==> src/rtl/width_downsizer.sv <==
// Serialises one DIN_W-bit valid/ready word into RATIO DOUT_W-bit beats,
// LSB- or MSB-first, with a zero-bubble handoff between consecutive words.
module width_downsizer #(
   parameter int DIN_W     = 32,
   parameter int DOUT_W    = 8,
   parameter bit LSB_FIRST = 1'b1
) (
   input  logic              clk,
   input  logic              rst,
   input  logic              valid_up,
   output logic              ready_up,
   input  logic [DIN_W-1:0]  data_up,
   output logic              valid_down,
   input  logic              ready_down,
   output logic [DOUT_W-1:0] data_down,
   output logic              last_down,
   output logic              busy
);

   // state | meaning
   // IDLE  | no word held, ready for upstream
   // SEND  | word held, emitting beat beat_idx_q

   localparam int RATIO = DIN_W / DOUT_W;
   localparam int IDX_W = $clog2(RATIO);
   localparam logic [IDX_W-1:0] LAST_IDX = IDX_W'(RATIO - 1);

   typedef enum logic {
      IDLE = 1'b0,
      SEND = 1'b1
   } state_t;

   state_t             state_q, state_d;
   logic [IDX_W-1:0]   beat_idx_q, beat_idx_d;
   logic [DIN_W-1:0]   word_q, word_d;
   logic [IDX_W-1:0]   slice_sel;
   logic [DOUT_W-1:0]  slices [RATIO];
   logic               on_last;
   logic               up_fire;
   logic               down_fire;

   for (genvar i = 0; i < RATIO; i++) begin : g_slice
      assign slices[i] = word_q[i*DOUT_W +: DOUT_W];
   end

   assign slice_sel = LSB_FIRST ? beat_idx_q : (LAST_IDX - beat_idx_q);

   always_comb begin
      state_d    = state_q;
      beat_idx_d = beat_idx_q;
      word_d     = word_q;

      on_last    = (beat_idx_q == LAST_IDX);
      valid_down = (state_q == SEND);
      busy       = (state_q == SEND);
      last_down  = (state_q == SEND) && on_last;
      data_down  = (state_q == SEND) ? slices[slice_sel] : '0;
      // ready_down reaches ready_up only on the last beat, enabling back-to-back words
      ready_up   = (state_q == IDLE) || ((state_q == SEND) && on_last && ready_down);

      up_fire    = valid_up && ready_up;
      down_fire  = valid_down && ready_down;

      case (state_q)
         IDLE: begin
            if (up_fire) begin
               word_d     = data_up;
               beat_idx_d = '0;
               state_d    = SEND;
            end
         end
         SEND: begin
            if (down_fire) begin
               if (!on_last) begin
                  beat_idx_d = beat_idx_q + IDX_W'(1);
               end else if (up_fire) begin
                  word_d     = data_up;
                  beat_idx_d = '0;
               end else begin
                  beat_idx_d = '0;
                  state_d    = IDLE;
               end
            end
         end
         default: state_d = IDLE;
      endcase
   end

   always_ff @(posedge clk or posedge rst) begin
      if (rst) begin
         state_q    <= IDLE;
         beat_idx_q <= '0;
         word_q     <= '0;
      end else begin
         state_q    <= state_d;
         beat_idx_q <= beat_idx_d;
         word_q     <= word_d;
      end
   end

endmodule
==> config.mk <==
export PLATFORM = sky130hd
export DESIGN_NAME = width_downsizer
export DESIGN_NICKNAME = d
export VERILOG_FILES = /design/src/rtl/width_downsizer.sv
export SDC_FILE = /design/constraint.sdc
export NUM_CORES = 1
export LEC_CHECK = 0
export CELL_PAD_IN_SITES_DETAIL_PLACEMENT = 2
export CELL_PAD_IN_SITES_GLOBAL_PLACEMENT = 2
export CORE_UTILIZATION = 34
export CTS_CLUSTER_SIZE = 25
export DETAILED_ROUTE_END_ITERATION = 12
export GPL_TIMING_DRIVEN = 0
export PLACE_DENSITY_LB_ADDON = 0.25
export SYNTH_ARGS = -nofsm -noshare
export SYNTH_HDL_FRONTEND = slang
export SYNTH_SLANG_ARGS = --single-unit
export TNS_END_PERCENT = 5
==> constraint.sdc <==
create_clock -name clk -period 3 [get_ports clk]
set_input_delay 0.6 -clock clk [delete_from_list [all_inputs] [get_ports clk]]
set_output_delay 0.6 -clock clk [all_outputs]
set_load 0.03 [all_outputs]
==> flow_metrics.env, run 1 <==
export IMPL_pwr_share_seq_pct=29.6
export IMPL_crit_path_max_fanout=10
export IMPL_gp_congestion=0.732
export IMPL_clkTransAtPathRegs_ns=0.07
export IMPL_yosys_area_top_type="dfrtp_1"
export IMPL_cp_arrival_ns=2.31
export IMPL_grt_total_usage_pct=20.2
export IMPL_layout_nets=282
export IMPL_synth_seq_cells=35
export IMPL_antenna_found_initial=0
export IMPL_coreArea_um2=5890
export IMPL_grt_pass1_wl_um=9490
export IMPL_grt_overflow_total=0
export IMPL_pre_cts_ws_ns=-0.0818
export IMPL_fin_crit_sh_pct=97.1
export IMPL_yosys_warnings=0
export IMPL_fin_skew_ns=0.00244
export IMPL_clockBufferDepth=2
export IMPL_crit_slowest_cell="clkdlybuf4s50_1"
export IMPL_worst_path_buf_inv=4
export IMPL_finalMaxSlewViolations=0
export IMPL_worstSetupPathDepth=5
export IMPL_endpoint_kind="primary output"
export IMPL_final_area_um2=2780
export IMPL_cp_common_cell="clkdlybuf4s50_1"
export IMPL_finalCriticalPeriod_ns=2.91
export IMPL_clock_sinks=35
export IMPL_drive_above_1_share_pct=23.6
export IMPL_fmaxAchievable_mhz=343
export IMPL_synth_area_leaders="dfrtp_1 (42%), o32ai_2 (24%), mux2i_1 (8.2%), inv_1 (6.0%), nand2_1 (6.0%)"
export IMPL_final_hold_viol_count=0
export IMPL_setup_viol_count_final=0
export IMPL_grt_max_degree=20
export IMPL_p_int_mw=1.71
export IMPL_hpwlAfterDp_um=4480
export IMPL_root_buffer="clkbuf_8"
export IMPL_synth_area_um2=2070
export IMPL_rows=28
export IMPL_final_cell_mix="clkdlybuf4s50_1 (45), dfrtp_1 (35), inv_1 (33), nand2_1 (33), o32ai_2 (30)"
export IMPL_power_density_nw_per_um2=1020
export IMPL_synth_top_family_by_area="compound AO/OA/AOI/OAI gates"
export IMPL_drt_wirelength_per_cell_um=18.4
export IMPL_tns_ns=0
export IMPL_switchingPower_mw=1.14
export IMPL_viasPerCell=5.08
export IMPL_synth_mux_area_share_pct=8.23
export IMPL_h_tree_depth=2
export IMPL_wl_um=5890
export IMPL_cap_viol_max_count=0
export IMPL_syn_num_nets=225
export IMPL_start_kind="input pin"
export IMPL_cts_buffers=5
export IMPL_yosysSeqAreaShare_pct=42.3
export IMPL_hold_ws_ns=0.559
export IMPL_crit_type="in2out"
export IMPL_grt_pass1_vias=1844
export IMPL_diodes=0
export IMPL_comb_power_share_pct=56.9
export IMPL_setup_slack_ns=0.0884
export IMPL_die_area_um2=6400
export IMPL_dieHeight_um=80.0
export IMPL_syn_area_per_cell_um2=11.0
export IMPL_run_status="finished, final reports clean"
export IMPL_synth_xor_area_share_pct=0
export IMPL_first_pass_iters=3
export IMPL_yosysTopAreaCellShare_pct=42.3
export IMPL_p_clk_share_pct=13.5
export IMPL_io_pins=48
export IMPL_cts_tree="done"
export IMPL_peakVddDrop_uv=563
export IMPL_total_leakage_power_nw=1.26
export IMPL_layout_commonest_cell="clkdlybuf4s50_1"
export IMPL_critPathTopFamily="buffers and inverters"
export IMPL_min_path_cells=2
export IMPL_rsz0062_at_grt="false"
export IMPL_routed_via_count=1631
export IMPL_first_iter_violations=61
export IMPL_synth_simple_area_share_pct=7.68
export IMPL_postPlaceCellArea_um2=2650
export IMPL_cp_cell_sequence="clkdlybuf4s50_1 > a21boi_4 > buf_4 > inv_2 > clkdlybuf4s50_1"
export IMPL_slew_headroom_pct=44.4
export IMPL_worstPathRequired_ns=2.40
export IMPL_synth_compound_area_share_pct=28.7
export IMPL_drc_errors=0
export IMPL_io_buffers=46
export IMPL_die_w_um=80.0
export IMPL_synthAdderAreaFrac_pct=0.605
export IMPL_start_util_pct=35.1
export IMPL_syn_to_final_growth_pct=34.3
export IMPL_netlist_instances=188
export IMPL_worstMarginPinSlew_ns=0.833
export IMPL_ant_nets=0
export IMPL_ys_types=22
export IMPL_worstSkewPairLatency_ns=0.29
export IMPL_slowest_delay_ns=0.58
export IMPL_hp_class="reg2reg"
export IMPL_r2r_cells=5
export IMPL_swShare_pct=39.9
==> power by group through the flow <==
stage / registers (mW) / logic (mW) / clock network [mW]
2_1_floorplan: 0.800 / 1.14 / 0
3_3_place_gp: 0.834 / 1.56 / 0
3_5_place_dp: 0.855 / 1.61 / 0
4_1_cts: 0.847 / 1.62 / 0.395
5_1_grt: 0.871 / 1.73 / 0.406
6_report: 0.842 / 1.62 / 0.384
==> layer usage <==
metal / up-vias / global-route usage (%) / share of wire [%]
met2: 30 / 36.2 / 53
met5: - / 0 / 0
met4: 0 / 5.89 / 1.2
met3: 7 / 3.43 / 2.8
li1: 769 / - / -
met1: 825 / 24.6 / 43
==> cell usage after synthesis <==
cell type,count
nor2b_1,1
or2_1,1
nor2_1,1
nand2_1,33
buf_1,1
dfrtp_1,35
and3_1,1
buf_2,7
inv_1,33
buf_6,5
o32ai_1,2
and2_1,1
buf_4,3
o32ai_2,30
ha_1,1
mux2i_1,17
o22ai_1,8
a32o_1,2
inv_2,1
clkbuf_1,3
nand2b_1,1
a21boi_4,1
==> cell families (layout without fill, tap and decap cells) <==
kind of cell	after synthesis	after routing
fa+ha+maj	1	1
simple gates	39	39
compound gates	43	43
mux	17	17
buf+inv	53	111
flops	35	35
==> registers in the layout (all words and copies together) (netlist names) <==
signal      flops
beat_idx_q      2
busy            1
word_q         32
==> cell type report <==
| cell class | count | area [um2] |
|---|---|---|
| plain buffers | 19 | 131 |
| clock buffers | 8 | 100 |
| fillers | 643 | 3110 |
| inverters | 34 | 128 |
| multi-input cells | 100 | 936 |
| flip-flops and latches | 35 | 876 |
| well taps | 75 | 93.8 |
| repair buffers | 50 | 513 |
==> final timing paths <==
kind | from | endpoint | slack, ns
max | ready_down | ready_up | 0.09
max reg2reg | beat_idx_q[1]$_DFFE_PP0P_ | word_q[21]$_DFFE_PP0P_ | 1.37
min | word_q[24]$_DFFE_PP0P_ | word_q[24]$_DFFE_PP0P_ | 0.56
min reg2reg | word_q[24]$_DFFE_PP0P_ | word_q[24]$_DFFE_PP0P_ | 0.56
max in group asynchronous | rst | word_q[0]$_DFFE_PP0P_ | 1.66
min in group asynchronous | rst | word_q[17]$_DFFE_PP0P_ | 0.78
==> worst register-to-register path: cells and delay by family (launching register included) <==
kind	cells	cell delay [ns]
buffers and inverters	2	0.43
DFF	1	0.41
AOI/OAI and AO/OA	2	0.40
adders and majority gates	1	0.27
==> timing repair <==
item,in CTS,in global routing
hold buffers,0,0
pin swaps,0,1
resized for setup,1,1
endpoints found under the setup margin,1,2
setup buffers,0,3
==> stage by stage <==
step                utilization [%]  std cells  power, mW
finish                         47.2        321       2.84
global placement               44.6        309       2.39
global route                   47.2        321       3.01
CTS                            46.8        318       2.86
floorplan                         -        188       1.94
detailed placement             45.0        310       2.46
(Power assumes the default switching activity.)
==> run 2: changes to the inputs <==
Settings changed: SKIP_LAST_GASP set to 1.
==> run 2 against run 1 <==
  * Register-to-register slack hardly changed
  * Clock skew hardly changed
  * Routed wire length hardly changed
  * Sequential share of layout area hardly changed
  * Power hardly changed
  * Hold slack hardly changed
  * Clock power hardly changed
  * Setup slack worse by 0.023 ns
  * Non-clock buffer count stayed put
  * Largest power group unchanged
  * Highest routed layer unchanged
==> flow_metrics.env, run 2 (synthesis gave the netlist of run 1 again) <==
export IMPL_setup_slack_ns=0.0659
export IMPL_ant_nets=0
export IMPL_viasPerCell=5.09
export IMPL_final_hold_viol_count=0
export IMPL_grt_max_degree=20
export IMPL_clockBufferDepth=2
export IMPL_root_buffer="clkbuf_8"
export IMPL_dp_cells=310
export IMPL_worstSkewPairLatency_ns=0.29
export IMPL_r2r_slack_ns=1.37
export IMPL_layout_nets=282
export IMPL_run_status="finished, final reports clean"
export IMPL_rows=28
export IMPL_grt_total_usage_pct=20.2
export IMPL_setup_viol_count_final=0
export IMPL_min_path_cells=2
export IMPL_antenna_found_initial=0
export IMPL_pre_cts_ws_ns=-0.0818
export IMPL_fin_cells=321
export IMPL_fin_skew_ns=0.00243
export IMPL_finalCriticalPeriod_ns=2.93
export IMPL_cts_hold_fix_buffers=0
export IMPL_start_util_pct=35.1
export IMPL_gp_congestion=0.732
export IMPL_hold_path_endpoint="word_q[24]$_DFFE_PP0P_"
export IMPL_io_buffers=46
export IMPL_hpwlAfterDp_um=4480
export IMPL_startpoint="beat_idx_q[0]$_DFFE_PP0P_"
export IMPL_drc_errors=0
export IMPL_cp_arrival_ns=2.33
export IMPL_finalPower_mw=2.85
export IMPL_dieHeight_um=80.0
export IMPL_peakVddDrop_uv=563
export IMPL_drt_wirelength_per_cell_um=18.3
export IMPL_worstHoldStart="word_q[24]$_DFFE_PP0P_"
export IMPL_grt_pass1_wl_um=9490
export IMPL_wl_met2_um=3100
export IMPL_cts_tree="done"
export IMPL_finalMaxSlewViolations=0
export IMPL_largest_register_ffs=32
export IMPL_rsz0062_at_grt="true"
export IMPL_fmaxAchievable_mhz=341
export IMPL_r2r_cells=5
export IMPL_crit_path_max_fanout=10
export IMPL_wl_met3_um=163
export IMPL_hp_class="reg2reg"
export IMPL_coreArea_um2=5890
export IMPL_slew_headroom_pct=44.4
export IMPL_clock_sinks=35
export IMPL_endpoint_kind="primary output"
export IMPL_routed_top_layer="met4"
export IMPL_die_area_um2=6400
export IMPL_drive_above_1_share_pct=23.6
export IMPL_syn_to_final_growth_pct=34.2
export IMPL_regToRegStartpoint="beat_idx_q[1]$_DFFE_PP0P_"
export IMPL_die_w_um=80.0
export IMPL_hold_ws_ns=0.559
export IMPL_wl_um=5890
export IMPL_routed_via_count=1633
export IMPL_total_leakage_power_nw=1.25
export IMPL_power_density_nw_per_um2=1030
export IMPL_cts_buffers=5
export IMPL_h_tree_depth=2
export IMPL_start_kind="register"
export IMPL_worstMarginPinSlew_ns=0.833
export IMPL_io_pins=48
export IMPL_worstPathRequired_ns=2.40
export IMPL_top_register="word_q"
export IMPL_grt_pass1_vias=1844
export IMPL_grt_overflow_total=0
export IMPL_cap_viol_max_count=0
export IMPL_clkTransAtPathRegs_ns=0.07
export IMPL_r2r_end="word_q[21]$_DFFE_PP0P_"
export IMPL_first_pass_iters=3
export IMPL_fin_crit_sh_pct=97.8
export IMPL_layout_commonest_cell="clkdlybuf4s50_1"
export IMPL_diodes=0
export IMPL_first_iter_violations=58
export IMPL_final_cell_mix="clkdlybuf4s50_1 (46), dfrtp_1 (35), inv_1 (33), nand2_1 (33), o32ai_2 (30)"
export IMPL_crit_type="reg2out"
export IMPL_wl_met1_um=2550
-- run 2: changes by cell type in the layout (fill, tap and decap cells not counted) --
cell,delta
dlymetal6s2s_1,-1
clkdlybuf4s50_1,+1
-- run 2: metrics by stage --
stage	TNS, ns	utilization (%)	cell area [um2]
2_1_floorplan	0	-	2070
3_3_place_gp	-0.0314	44.6	2620
3_5_place_dp	-0.0818	45.0	2650
4_1_cts	0	46.8	2750
5_1_grt	-0.0147	47.2	2780
6_report	0	47.2	2780
-- run 2: layout make-up --
class,instances,area (um2)
fillers,643,3110
multi-input cells,100,936
flip-flops and latches,35,876
repair buffers,50,510
plain buffers,19,131
inverters,34,128
clock buffers,8,100
well taps,75,93.8
-- run 2: worst max-delay path, stage by stage (launching register included) --
cell	delay [ns]
dfrtp_1	0.35
buf_2	0.28
buf_4	0.29
mux2i_1	0.37
o22ai_1	0.14
clkdlybuf4s50_1	0.61
-- run 2: layer usage --
metal | GRT usage (%) | up-vias
met5 | 0 | -
met4 | 5.89 | 0
met3 | 3.43 | 7
met2 | 36.2 | 30
met1 | 24.6 | 827
li1 | - | 769
-- run 2: worst max-delay path by stage --
stage | to | slack [ns] | depth (start not counted)
after detailed placement | ready_up | -0.08 | 5
after floorplan | data_down[0] | 0.94 | 4
final | data_down[4] | 0.07 | 5
after global placement | ready_up | -0.03 | 5
after global routing | data_down[4] | -0.01 | 5
after CTS | ready_up | 0.01 | 5
-- run 2: report_power, final --
part	switching [mW]	total, mW	leakage (nW)	internal (mW)
Sequential	0.140	0.842	0.425	0.702
Clock	0.174	0.384	0.0515	0.210
Combinational	0.821	1.62	0.770	0.798
Total	1.14	2.85	1.25	1.71
-- run 2: repair_timing --
item                                    CTS  global route
gates resized for setup                   1             0
buffers inserted                          0             3
endpoints found under the setup margin    1             2
cloned                                    0             0
hold endpoints to repair                  0             0
pin swaps                                 0             1
